### src/rtl/hazard_ctrl.sv
// Pipeline hazard controller: load-use stall, two-cycle redirect flush, and memory-wait hold with sticky timeout.
// Optional performance counters are enabled with the HAZARD_PERF_EN macro.
module hazard_ctrl #(
  parameter int unsigned WAIT_TIMEOUT = 255
) (
  input  logic        clk_i,
  input  logic        rst_i,
  input  logic        id_valid_i,
  input  logic [4:0]  id_rs1_i,
  input  logic [4:0]  id_rs2_i,
  input  logic        id_use_rs1_i,
  input  logic        id_use_rs2_i,
  input  logic        x_is_load_i,
  input  logic        x_rf_wen_i,
  input  logic [4:0]  x_rd_i,
  input  logic        x_redirect_i,
  input  logic        dmem_busy_i,
  output logic        stall_pc_o,
  output logic        stall_id_o,
  output logic        bubble_x_o,
  output logic        flush_id_o,
  output logic        stall_all_o,
  output logic [1:0]  state_o,
  output logic        timeout_err_o,
  output logic [31:0] stall_cycles_o,
  output logic [31:0] flush_cycles_o
);

  typedef enum logic [1:0] {
    ST_RUN   = 2'd0,
    ST_REDIR = 2'd1,
    ST_WAIT  = 2'd2,
    ST_BAD   = 2'd3
  } state_e;

  localparam logic [7:0] WaitLimit = 8'(WAIT_TIMEOUT);

  state_e     state_q, state_d;
  logic [7:0] wait_cnt_q, wait_cnt_d;
  logic       timeout_q, timeout_d;
  logic       load_use;

  assign load_use = id_valid_i & x_is_load_i & x_rf_wen_i & (x_rd_i != 5'd0) &
                    ((id_use_rs1_i & (id_rs1_i == x_rd_i)) |
                     (id_use_rs2_i & (id_rs2_i == x_rd_i)));

  always_comb begin
    state_d     = ST_RUN;
    stall_pc_o  = 1'b0;
    stall_id_o  = 1'b0;
    bubble_x_o  = 1'b0;
    flush_id_o  = 1'b0;
    stall_all_o = 1'b0;
    case (state_q)
      // A non-busy cycle in ST_WAIT behaves exactly like ST_RUN, so a redirect held in X is not lost.
      ST_RUN, ST_WAIT: begin
        if (dmem_busy_i) begin
          stall_all_o = 1'b1;
          state_d     = ST_WAIT;
        end else if (x_redirect_i) begin
          flush_id_o = 1'b1;
          bubble_x_o = 1'b1;
          state_d    = ST_REDIR;
        end else if (load_use) begin
          stall_pc_o = 1'b1;
          stall_id_o = 1'b1;
          bubble_x_o = 1'b1;
        end
      end
      ST_REDIR: begin
        if (dmem_busy_i) begin
          stall_all_o = 1'b1;
          state_d     = ST_REDIR;
        end else begin
          flush_id_o = 1'b1;
          bubble_x_o = 1'b1;
        end
      end
      default: state_d = ST_RUN;
    endcase
    if (rst_i) begin
      state_d     = ST_RUN;
      stall_pc_o  = 1'b0;
      stall_id_o  = 1'b0;
      bubble_x_o  = 1'b0;
      flush_id_o  = 1'b0;
      stall_all_o = 1'b0;
    end
  end

  always_comb begin
    wait_cnt_d = wait_cnt_q;
    if (state_d == ST_WAIT && state_q != ST_WAIT) begin
      wait_cnt_d = 8'd0;
    end else if (state_q == ST_WAIT && stall_all_o && wait_cnt_q != 8'hFF) begin
      wait_cnt_d = wait_cnt_q + 8'd1;
    end
    timeout_d = timeout_q | (wait_cnt_q == WaitLimit);
  end

  always_ff @(posedge clk_i) begin
    if (rst_i) begin
      state_q    <= ST_RUN;
      wait_cnt_q <= 8'd0;
      timeout_q  <= 1'b0;
    end else begin
      state_q    <= state_d;
      wait_cnt_q <= wait_cnt_d;
      timeout_q  <= timeout_d;
    end
  end

  assign state_o       = state_q;
  assign timeout_err_o = timeout_q;

`ifdef HAZARD_PERF_EN
  logic [31:0] stall_cnt_q, stall_cnt_d;
  logic [31:0] flush_cnt_q, flush_cnt_d;

  always_comb begin
    stall_cnt_d = stall_cnt_q + {31'd0, stall_pc_o | stall_all_o};
    flush_cnt_d = flush_cnt_q + {31'd0, flush_id_o};
  end

  always_ff @(posedge clk_i) begin
    if (rst_i) begin
      stall_cnt_q <= 32'd0;
      flush_cnt_q <= 32'd0;
    end else begin
      stall_cnt_q <= stall_cnt_d;
      flush_cnt_q <= flush_cnt_d;
    end
  end

  assign stall_cycles_o = stall_cnt_q;
  assign flush_cycles_o = flush_cnt_q;
`else
  assign stall_cycles_o = 32'd0;
  assign flush_cycles_o = 32'd0;
`endif

endmodule
### config.mk
export PLATFORM = sky130hd
export DESIGN_NAME = hazard_ctrl
export DESIGN_NICKNAME = d
export VERILOG_FILES = /design/src/rtl/hazard_ctrl.sv
export SDC_FILE = /design/constraint.sdc
export NUM_CORES = 1
export LEC_CHECK = 0
export ABC_AREA = 1
export ABC_CLOCK_PERIOD_IN_PS = 1150
export BUFFER_PORTS_ARGS = -buffer_cell sky130_fd_sc_hd__buf_2
export CORE_AREA = 2 2 63 65
export CTS_CLUSTER_DIAMETER = 40
export DETAILED_ROUTE_END_ITERATION = 10
export DIE_AREA = 0 0 65 67
export GPL_ROUTABILITY_DRIVEN = 0
export HOLD_SLACK_MARGIN = 0.15
export PLACE_DENSITY = 0.73
export SLEW_MARGIN = 20
export SYNTH_ARGS = -nofsm -noshare
export SYNTH_HDL_FRONTEND = slang
export SYNTH_SLANG_ARGS = --single-unit
### constraint.sdc
create_clock -name clk_i -period 1.15 [get_ports clk_i]
set_input_delay 0.0575 -clock clk_i [delete_from_list [all_inputs] [get_ports clk_i]]
set_output_delay 0.0575 -clock clk_i [all_outputs]
set_load 0.005 [all_outputs]
# --- Word-level counts from Yosys, hierarchy flattened ---
# Cells that the tools add are included.
classes:
  muxes: 22
  n_div: 0
  add_sub_neg: 1
  n_bitwise: 8
  order_cmp: 0
  eq_ne: 8
  mul: 0
  n_reduce_logical: 8
  shift: 0
ops:
  columns: ["cell", "n"]
  rows:
  - ["$mux 1", 17]
  - ["$eq 5x5->1", 2]
  - ["$add 8x1->8 const B", 1]
  - ["$eq 8x8->1 const B", 1]
  - ["$ne 8x8->1 const B", 1]
  - ["$and 1x1->1", 6]
  - ["$reduce_bool 5->1", 1]
  - ["$eq 2x2->1 const B", 2]
  - ["$mux 2", 2]
  - ["$pmux 1 s2", 2]
  - ["$pmux 2 s2", 1]
  - ["$reduce_or 2->1", 2]
  - ["$logic_and 1x1->1", 3]
  - ["$reduce_or 3->1", 1]
  - ["$eq 2x1->1 const B", 1]
  - ["$logic_not 2->1", 1]
  - ["$ne 2x2->1 const B", 1]
  - ["$or 1x1->1", 2]
totals:
  rom_bits: 0
  wordCells: 50
  memories: 0
  latch_bits: 0
  output_inout_bits: 72
  ff_bits: 11
  ram_bits: 0

# --- Longest topological paths before layout ---
# Gate-level depths: netlist of run 1.
logic_depth:
  ltp_word: 9
  mapped_depth: 9
  depth_no_buf: 8

# --- Worst setup path before layout of run 1 ---
# OpenSTA, ideal clock, no wires.
synth_timing:
  path_kind: "reg-to-reg"
  startpoint: "register wait_cnt_q[0]"
  endpoint: "register wait_cnt_q[1]"
  n_path_buf: 0
  setup_time_ps: 116
  arrival_time_ps: 1116
  period_less_slack_ps: 1232
  path_stages_with_launch: 9
  path_slack_ps: -82
  cell_sequence: "dfxtp_1 -> ha_1 -> nand3_1 -> nor2_2 -> nand3_2 -> nand2_4 -> inv_2 -> nor2_1 -> nor2_1"
synth_between:
  elab_chain_len: 2
  word_cells_on_any_way: 3
  classes_between: "add/sub (1); eq/ne (1); reduce/logical (1)"
synth_rtl:
  columns: ["element", "line", "text"]
  rows:
  - ["start, declared", "39", "logic [7:0] wait_cnt_q, wait_cnt_d;"]
  - ["start signal, assigned", "108", "wait_cnt_q <= wait_cnt_d;"]
  - ["branches (longest 2 deep; another with $add 8x1->8)", null, null]
# Parallel ways; which one is timed is not known.
# A chain may end at the register's enable or synchronous reset.

# --- Worst setup path in the final report of run 1 ---
layout_timing:
  startpoint: "register wait_cnt_q[1]"
  endpoint: "register wait_cnt_q[2]"
# The elaborated chain is that of the path after synthesis.

==> results.sh, run 1 <==
export IMPL_cp_top_family="simple AND/OR/NAND/NOR gates"
export IMPL_clkLatencyLatePin_ns=0.25
export IMPL_fmax_mhz=787
export IMPL_die_y_um=67
export IMPL_cts_buffers=3
export IMPL_rsz0062_at_grt="true"
export IMPL_cp_start_kind="flop"
export IMPL_numPortBuffers=31
export IMPL_rrSetupSlack_ns=-0.12
export IMPL_placed_area_um2=1350
export IMPL_min_path_type="input port to flop"
export IMPL_ys_flop_type="dfxtp_1"
export IMPL_cp_arrival_ns=1.41
export IMPL_cp_depth=8
export IMPL_ys_top_cells_by_area="buf_4, dfxtp_1, nand2_1"
export IMPL_core_um2=3610
export IMPL_yosysMostFrequentCell="buf_4"
export IMPL_hold_buffers=4
export IMPL_wl_per_cell_um=7.49
export IMPL_rows=22
export IMPL_synthCells=206
export IMPL_syn_area_per_cell_um2=6.27
export IMPL_period_needed_ns=1.27
export IMPL_critPathLaunch="wait_cnt_q[1]"
export IMPL_setup_slack_ns=-0.121
export IMPL_rr_worst_depth=8
export IMPL_synth_edff_count=0
export IMPL_h_tree_depth=1
export IMPL_multiInputGateArea_um2=786
export IMPL_synth_largest_area_cell="buf_4"
export IMPL_cts_tree="built"
export IMPL_netlist_area_um2=1290
export IMPL_finClkSkew_ns=0.00257
export IMPL_setup_worst_path_class="flop to flop"
export IMPL_firstDrtPassIters=4
export IMPL_cp_data_required_time_ns=1.29
export IMPL_cp_max_fo=8
export IMPL_critPathBufInv=1
export IMPL_grt_pass1_wl_um=3410
export IMPL_die_area_um2=4360
export IMPL_grt_max_degree=9
export IMPL_fin_area_um2=1530
export IMPL_min_period_over_period=1.10
export IMPL_overflow=0
export IMPL_start_util=0.358
export IMPL_clkTransAtPathRegs_ns=0.05
export IMPL_register_area_um2=225
export IMPL_yosys_area_top_type_share=0.378
export IMPL_yosysSeqAreaShare=0.170
export IMPL_ios=96
export IMPL_ys_ff_latch=11
export IMPL_power_density_nw_per_um2=687
export IMPL_synth_common_cells="buf_4, nand2_1, inv_1"
export IMPL_drc=0
export IMPL_yosys_cell_types_count=24
export IMPL_synthToLayoutAreaGrowth_pct=18.3
export IMPL_fin_setup_tns_ns=-0.779
export IMPL_dp_hpwl_um=1870
export IMPL_r2r_start="wait_cnt_q[1]"
export IMPL_status="finished with violations"
export IMPL_routed_wl_um=2280
export IMPL_yosysWarnings=0
export IMPL_clock_sinks=11
export IMPL_worstPathCellList="ha_4, nand3_2, nor2_2, nand3_2, nand2_4, inv_4, nand2_1, a21oi_2"
export IMPL_grt_pass1_vias=877
export IMPL_viasPerCell=3.73
export IMPL_synthArstFlopShare=0
export IMPL_antenna_cells=0
export IMPL_cp_end_kind="flop"
export IMPL_hold_violations=0
export IMPL_critPathMostFrequentCell="nand3_2"
export IMPL_vias=1137
export IMPL_total_power_mw=1.05
export IMPL_hold_path_cell_count=4
export IMPL_clockBufferDepth=2
export IMPL_failed_checks="setup timing"
export IMPL_maxCapViolCount=0
export IMPL_drt_iter0_markers=12
export IMPL_grtUsageTotal=0.103
export IMPL_vdd_drop_max_v=0.000267
export IMPL_slowest_stage="dfxtp_2"
export IMPL_finalSetupViolCount=11
export IMPL_drive_gt1_frac=0.292
export IMPL_die_w_um=65
export IMPL_drv_slew=0
export IMPL_root_buffer="clkbuf_8"
export IMPL_ant_nets=0
export IMPL_fin_nets=283
export IMPL_critPathMaxStageDelay_ns=0.35
export IMPL_fillers=390
export IMPL_leakage_nw=0.876
export IMPL_antenna_found_initial=0
export IMPL_hp_start="rst_i"
flip-flops by register name (all words and copies together), names as in the netlist:
signal,flops
wait_cnt_q,8
timeout_err_o,1
state_o,2
logic make-up (layout without fill, tap and decap cells):
family / count (synthesis) / after routing / share of synthesized area
buffers and inverters: 92 / 80 / 0.456
AND/OR/NAND/NOR: 84 / 84 / 0.282
AO/OA/AOI/OAI: 14 / 14 / 0.0590
flip-flops: 11 / 11 / 0.170
XOR/XNOR: 3 / 3 / 0.0203
adder cells (fa/ha/maj): 1 / 1 / 0.00968
other: 1 / 64 / 0.00290
power by group:
group / switching (mW) / total [mW] / internal [mW] / leakage [nW]
clock network: 0.161 / 0.401 / 0.239 / 0.0255
logic: 0.158 / 0.256 / 0.0979 / 0.760
registers: 0.00561 / 0.395 / 0.389 / 0.0907
worst reg2reg max path, stage by stage, from the launching register on:
cell and delay (ns):
dfxtp_2 0.35, ha_4 0.14, nand3_2 0.07, nor2_2 0.14
nand3_2 0.13, nand2_4 0.15, inv_4 0.06, nand2_1 0.07
a21oi_2 0.05
cell type report:
type                    instances  share of cell area
repair buffers                 49               0.201
multi-input cells             166               0.514
well taps                      48              0.0393
clock buffers                   3              0.0270
flip-flops and latches         11               0.147
clock inverters                 1             0.00327
inverters                      27              0.0679
metal layers:
| metal | GRT usage | up-vias | routed length, µm |
|---|---|---|---|
| met5 | 0 | - | 0 |
| met4 | 0.0745 | 0 | 53 |
| met3 | 0.0220 | 5 | 231 |
| met2 | 0.191 | 63 | 1180 |
| met1 | 0.102 | 470 | 817 |
| li1 | - | 599 | - |
placed cells by master, fill, tap and decap left out, drive strengths merged, types with 4 or more instances in the layout:
cell type	n
nor2	22
conb	64
nand3	9
a21oi	9
buf	45
nand2	49
inv	27
dfxtp	11
dlygate4sd3	4
o21ai	4
worst paths after layout:
kind	end
max	wait_cnt_q[2]
min	state_o[1]
max reg2reg	wait_cnt_q[2]
min reg2reg	timeout_err_o
metrics by stage:
step	setup WS (ns)	hold WS, ns	utilization	cells
6_report	-0.121	0.135	0.424	305
5_1_grt	-0.193	0.150	0.424	305
4_1_cts	-0.0806	0.134	0.404	302
3_5_place_dp	-0.114	0.294	0.373	292
3_3_place_gp	-0.0754	0.283	0.373	292
2_1_floorplan	-0.0555	0.127	-	269
what timing repair did:
action | CTS | global route
hold endpoints to repair | 3 | 1
resized for setup | 4 | 15
endpoints found under the setup margin | 13 | 13
cloned | 0 | 0
buffers inserted | 2 | 3
pin swaps | 4 | 7
Note: power is estimated with default switching activity, not from simulation.
==> run 2, diff against run 1 <==
--- a/config.mk
+++ b/config.mk
@@ -15,6 +15,7 @@
 export GPL_ROUTABILITY_DRIVEN = 0
 export HOLD_SLACK_MARGIN = 0.15
 export PLACE_DENSITY = 0.73
+export SKIP_LAST_GASP = 1
 export SLEW_MARGIN = 20
 export SYNTH_ARGS = -nofsm -noshare
 export SYNTH_HDL_FRONTEND = slang
==> run 2 against run 1 <==
- hold slack unchanged
- fmax unchanged
- clock skew unchanged
- the flow still finishes with violations (setup timing)
- combinational power about the same
- global-route usage unchanged
- highest routed layer unchanged
- largest power group unchanged
- flip-flop and latch count unchanged
==> results.sh, run 2 (synthesized netlist as in run 1, its figures left out) <==
export IMPL_layout_commonest_cell="conb_1"
export IMPL_start_util=0.358
export IMPL_power_density_nw_per_um2=687
export IMPL_antenna_found_initial=0
export IMPL_clkLatencyLatePin_ns=0.25
export IMPL_critPathMostFrequentCell="nand3_2"
export IMPL_clock_sinks=11
export IMPL_die_w_um=65
export IMPL_dp_hpwl_um=1870
export IMPL_overflow=0
export IMPL_cp_max_fo=8
export IMPL_slowest_stage="dfxtp_2"
export IMPL_timing_hold_ws_ns=0.135
export IMPL_fmax_mhz=787
export IMPL_seqPwrFrac=0.375
export IMPL_grt_pass1_vias=877
export IMPL_finalSetupViolCount=11
export IMPL_drv_slew=0
export IMPL_internal_power_uw=726
export IMPL_viasPerCell=3.73
export IMPL_failed_checks="setup timing"
export IMPL_hold_buffers=4
export IMPL_clockBufferDepth=2
export IMPL_critPathBufInv=1
export IMPL_vias=1137
export IMPL_min_path_type="input port to flop"
export IMPL_finClkSkew_ns=0.00257
export IMPL_routed_wl_um=2280
export IMPL_setup_worst_path_class="flop to flop"
export IMPL_largest_reg_flops=8
export IMPL_status="finished with violations"
export IMPL_fin_nets=283
export IMPL_cp_top_family="simple AND/OR/NAND/NOR gates"
export IMPL_cp_end_kind="flop"
export IMPL_die_y_um=67
export IMPL_worstPathCellList="ha_4, nand3_2, nor2_2, nand3_2, nand2_4, inv_4, nand2_1, a21oi_2"
export IMPL_largest_register="wait_cnt_q"
export IMPL_cts_tree="built"
export IMPL_h_tree_depth=1
export IMPL_leakage_nw=0.876
export IMPL_fin_area_um2=1530
export IMPL_cp_data_required_time_ns=1.29
export IMPL_p_sw_uw=325
export IMPL_register_area_um2=225
export IMPL_grt_pass1_wl_um=3410
export IMPL_p_sw_frac=0.309
export IMPL_core_um2=3610
export IMPL_drc=0
export IMPL_final_cell_mix="conb_1, nand2_1, buf_2"
export IMPL_die_area_um2=4360
export IMPL_firstDrtPassIters=4
export IMPL_ant_nets=0
export IMPL_fillers=390
export IMPL_critPathMaxStageDelay_ns=0.35
export IMPL_ios=96
export IMPL_rows=22
export IMPL_cp_start_kind="flop"
export IMPL_grtUsageTotal=0.103
export IMPL_cp_arrival_ns=1.41
export IMPL_placed_area_um2=1350
export IMPL_grt_max_degree=9
export IMPL_combPwrFrac=0.243
export IMPL_vdd_drop_max_v=0.000267
export IMPL_fin_setup_tns_ns=-0.779
export IMPL_place_ws_ns=-0.114
export IMPL_wl_per_cell_um=7.49
export IMPL_period_needed_ns=1.27
export IMPL_setup_slack_ns=-0.121
export IMPL_rsz0062_at_grt="true"
export IMPL_numPortBuffers=31
export IMPL_clkTransAtPathRegs_ns=0.05
export IMPL_hold_violations=0
export IMPL_drive_gt1_frac=0.292
export IMPL_root_buffer="clkbuf_8"
export IMPL_antenna_cells=0
export IMPL_drt_iter0_markers=12
export IMPL_maxCapViolCount=0
export IMPL_synthToLayoutAreaGrowth_pct=18.3
export IMPL_cts_buffers=3
export IMPL_min_period_over_period=1.10
export IMPL_multiInputGateArea_um2=786
export IMPL_clockPowerShare=0.381
==> run 2: cell counts in the layout (fill, tap and decap cells not counted) <==
No cell type changed its count.
==> run 2: through the flow <==
| stage | power (mW) | cells | util |
|---|---|---|---|
| 6_report | 1.05 | 305 | 0.424 |
| 5_1_grt | 1.13 | 305 | 0.424 |
| 4_1_cts | 1.04 | 302 | 0.404 |
| 3_5_place_dp | 0.616 | 292 | 0.373 |
| 3_3_place_gp | 0.614 | 292 | 0.373 |
| 2_1_floorplan | 0.693 | 269 | - |
==> run 2: path summary, 6_finish.rpt <==
check,start,depth (start not counted),endpoint,slack [ns]
setup / recovery,wait_cnt_q[1],8,wait_cnt_q[2],-0.12
hold / removal,rst_i,4,state_o[1],0.13
setup reg to reg,wait_cnt_q[1],8,wait_cnt_q[2],-0.12
hold reg to reg,timeout_err_o,2,timeout_err_o,0.47
==> run 2: worst register-to-register path: cells and delay by family (launching register included) <==
kind	cells	cell delay, ns
compound gates	1	0.05
fa+ha+maj	1	0.14
buf+inv	1	0.06
flops	1	0.35
simple gates	5	0.56
==> run 2: layout make-up <==
class	instances	area share
repair buffers	49	0.201
multi-input cells	166	0.514
clock inverters	1	0.00327
flip-flops and latches	11	0.147
clock buffers	3	0.0270
inverters	27	0.0679
well taps	48	0.0393
==> run 2: timing repair <==
item / in CTS / in global routing
pin swaps: 4 / 6
resized for setup: 4 / 15
setup endpoints to repair: 13 / 13
endpoints found under the hold margin: 3 / 1
buffers inserted: 2 / 3
==> run 2: routing by layer <==
layer / routed length [µm] / vias to the layer above / global-route usage
met2: 1180 / 63 / 0.191
met3: 231 / 5 / 0.0220
met5: 0 / - / 0
met1: 818 / 470 / 0.102
li1: - / 599 / -
met4: 53 / 0 / 0.0745
==> run 2: power groups by stage <==
stage          clock network (mW)  registers, mW  logic [mW]
3_5_place_dp                    0          0.401       0.215
5_1_grt                     0.442          0.395       0.294
6_report                    0.401          0.395       0.256
2_1_floorplan                   0          0.402       0.291
4_1_cts                     0.419          0.393       0.231
3_3_place_gp                    0          0.400       0.213
==> run 3, diff against run 2 <==
--- a/config.mk
+++ b/config.mk
@@ -8,13 +8,14 @@
 export ABC_AREA = 1
 export ABC_CLOCK_PERIOD_IN_PS = 1150
 export BUFFER_PORTS_ARGS = -buffer_cell sky130_fd_sc_hd__buf_2
-export CORE_AREA = 2 2 63 65
+export CORE_AREA = 2 2 62 64
+export CTS_BUF_LIST = sky130_fd_sc_hd__clkbuf_2 sky130_fd_sc_hd__clkbuf_4 sky130_fd_sc_hd__clkbuf_8
 export CTS_CLUSTER_DIAMETER = 40
 export DETAILED_ROUTE_END_ITERATION = 10
-export DIE_AREA = 0 0 65 67
+export DIE_AREA = 0 0 64 66
 export GPL_ROUTABILITY_DRIVEN = 0
 export HOLD_SLACK_MARGIN = 0.15
-export PLACE_DENSITY = 0.73
+export PLACE_DENSITY = 0.75
 export SKIP_LAST_GASP = 1
 export SLEW_MARGIN = 20
 export SYNTH_ARGS = -nofsm -noshare
==> run 3 against run 2 <==
- the run still ends with setup timing left
- fmax is essentially flat
- count of clock-buffer cells in the layout is 1 higher
- largest power group is now registers
- critical endpoint is now timeout_err_o
- clock skew fell by 0.0019 ns
- die area decreased by 3.0%
- sequential power hardly changed
- combinational power is 2% higher
==> results.sh, run 3 (synthesized netlist as in run 1, its figures left out) <==
export IMPL_critPathBufInv=2
export IMPL_cts_tree="built"
export IMPL_core_um2=3550
export IMPL_h_tree_depth=1
export IMPL_setup_worst_path_class="flop to flop"
export IMPL_seqPwrFrac=0.417
export IMPL_cp_arrival_ns=1.48
export IMPL_rows=22
export IMPL_drive_gt1_frac=0.307
export IMPL_hold_path_cell_count=4
export IMPL_numPortBuffers=31
export IMPL_dp_hpwl_um=1840
export IMPL_worstReg2RegEnd="timeout_err_o"
export IMPL_leakage_nw=0.870
export IMPL_grt_pass1_wl_um=3500
export IMPL_fin_setup_tns_ns=-0.708
export IMPL_worstPathCellList="ha_4, nand3_2, nor2_4, nand3_4, buf_4, buf_4, a21oi_1"
export IMPL_viasPerCell=3.79
export IMPL_grt_max_degree=9
export IMPL_die_area_um2=4220
export IMPL_largest_register="wait_cnt_q"
export IMPL_hp_start="rst_i"
export IMPL_finalSetupViolCount=13
export IMPL_firstDrtPassIters=4
export IMPL_vias=1156
export IMPL_rr_worst_depth=7
export IMPL_internal_power_uw=646
export IMPL_grtUsageTotal=0.103
export IMPL_clock_sinks=11
export IMPL_drt_iter0_markers=19
export IMPL_min_path_type="input port to flop"
export IMPL_power_density_nw_per_um2=617
export IMPL_total_power_uw=945
export IMPL_root_buffer="clkbuf_4"
export IMPL_clkLatencyLatePin_ns=0.27
export IMPL_p_sw_uw=300
export IMPL_fin_nets=283
export IMPL_rrSetupSlack_ns=-0.12
export IMPL_fin_area_um2=1530
export IMPL_wl_per_cell_um=7.80
export IMPL_vdd_drop_max_v=0.000313
export IMPL_die_w_um=64
export IMPL_min_to="wait_cnt_q[5]"
export IMPL_ios=96
export IMPL_setup_slack_ns=-0.120
export IMPL_timing_hold_ws_ns=0.130
export IMPL_r2r_start="wait_cnt_q[1]"
export IMPL_drc=0
export IMPL_maxCapViolCount=0
export IMPL_status="finished with violations"
export IMPL_cp_end_kind="flop"
export IMPL_critPathLaunch="wait_cnt_q[1]"
export IMPL_clockPowerShare=0.308
export IMPL_antenna_found_initial=0
export IMPL_critPathMostFrequentCell="buf_4"
export IMPL_final_cell_mix="conb_1, nand2_1, buf_2"
export IMPL_ant_nets=0
export IMPL_slowest_stage="dfxtp_2"
export IMPL_clockBufferDepth=2
export IMPL_grt_pass1_vias=914
export IMPL_largest_reg_flops=8
export IMPL_antenna_cells=0
export IMPL_hold_violations=0
export IMPL_cp_start_kind="flop"
export IMPL_fmax_mhz=788
export IMPL_drv_slew=0
export IMPL_critPathMaxStageDelay_ns=0.35
export IMPL_start_util=0.364
export IMPL_fin_cells=305
export IMPL_fillers=389
export IMPL_cts_buffers=3
export IMPL_dp_cells=292
export IMPL_die_y_um=66
export IMPL_cp_data_required_time_ns=1.36
export IMPL_p_sw_frac=0.317
export IMPL_failed_checks="setup timing"
export IMPL_layout_commonest_cell="conb_1"
export IMPL_synthToLayoutAreaGrowth_pct=18.6
export IMPL_placed_area_um2=1350
export IMPL_period_needed_ns=1.27
export IMPL_min_period_over_period=1.10
export IMPL_combPwrFrac=0.275
export IMPL_clkTransAtPathRegs_ns=0.07
export IMPL_rsz0062_at_grt="true"
export IMPL_routed_wl_um=2380
export IMPL_cp_max_fo=4
export IMPL_cp_top_family="flip-flops"
export IMPL_overflow=0
export IMPL_finClkSkew_ns=0.000660
run 3: worst reg2reg max path, stage by stage, from the launching register on:
cell	delay, ns
dfxtp_2	0.35
ha_4	0.14
nand3_2	0.09
nor2_4	0.13
nand3_4	0.12
buf_4	0.16
buf_4	0.12
a21oi_1	0.10
run 3: repair_timing:
action | 4_1_cts | 5_1_grt
hold buffers | 2 | 1
resized for setup | 6 | 18
setup endpoints to repair | 13 | 14
pin swaps | 3 | 4
hold endpoints to repair | 6 | 1
buffers inserted | 3 | 3
run 3: how the worst max path moves through the flow:
| stage | end | cells past startpoint | slack (ns) |
|---|---|---|---|
| 3_5_place_dp | wait_cnt_q[1] | 8 | -0.12 |
| 6_report | timeout_err_o | 7 | -0.12 |
| 3_3_place_gp | wait_cnt_q[1] | 8 | -0.08 |
| 5_1_grt | wait_cnt_q[0] | 7 | -0.18 |
| 2_1_floorplan | wait_cnt_q[1] | 8 | -0.06 |
| 4_1_cts | wait_cnt_q[1] | 8 | -0.09 |
run 3: metrics by stage:
stage | utilization | setup slack [ns]
after detailed placement | 0.379 | -0.124
after global routing | 0.432 | -0.184
after global placement | 0.379 | -0.0800
after CTS | 0.403 | -0.0899
after floorplan | - | -0.0555
final | 0.432 | -0.120
run 3: power by group through the flow:
stage / logic, mW / clock network [mW] / registers, mW
2_1_floorplan: 0.291 / 0 / 0.402
3_3_place_gp: 0.213 / 0 / 0.400
3_5_place_dp: 0.216 / 0 / 0.401
4_1_cts: 0.232 / 0.297 / 0.392
5_1_grt: 0.299 / 0.317 / 0.395
6_report: 0.260 / 0.291 / 0.394
run 3: area by class of cell:
cell class	instances	area, µm²	share of cell area
multi-input cells	166	808	0.527
repair buffers	49	305	0.199
flip-flops and latches	11	225	0.147
inverters	27	104	0.0678
well taps	48	60.1	0.0392
clock buffers	4	30.0	0.0196
run 3: per-layer routing:
metal	up-vias	part of all wire	global-route usage
met1	482	0.36	0.105
met2	71	0.53	0.212
met5	-	0	0
li1	601	-	-
met3	2	0.11	0.0153
met4	0	0.0046	0.0326
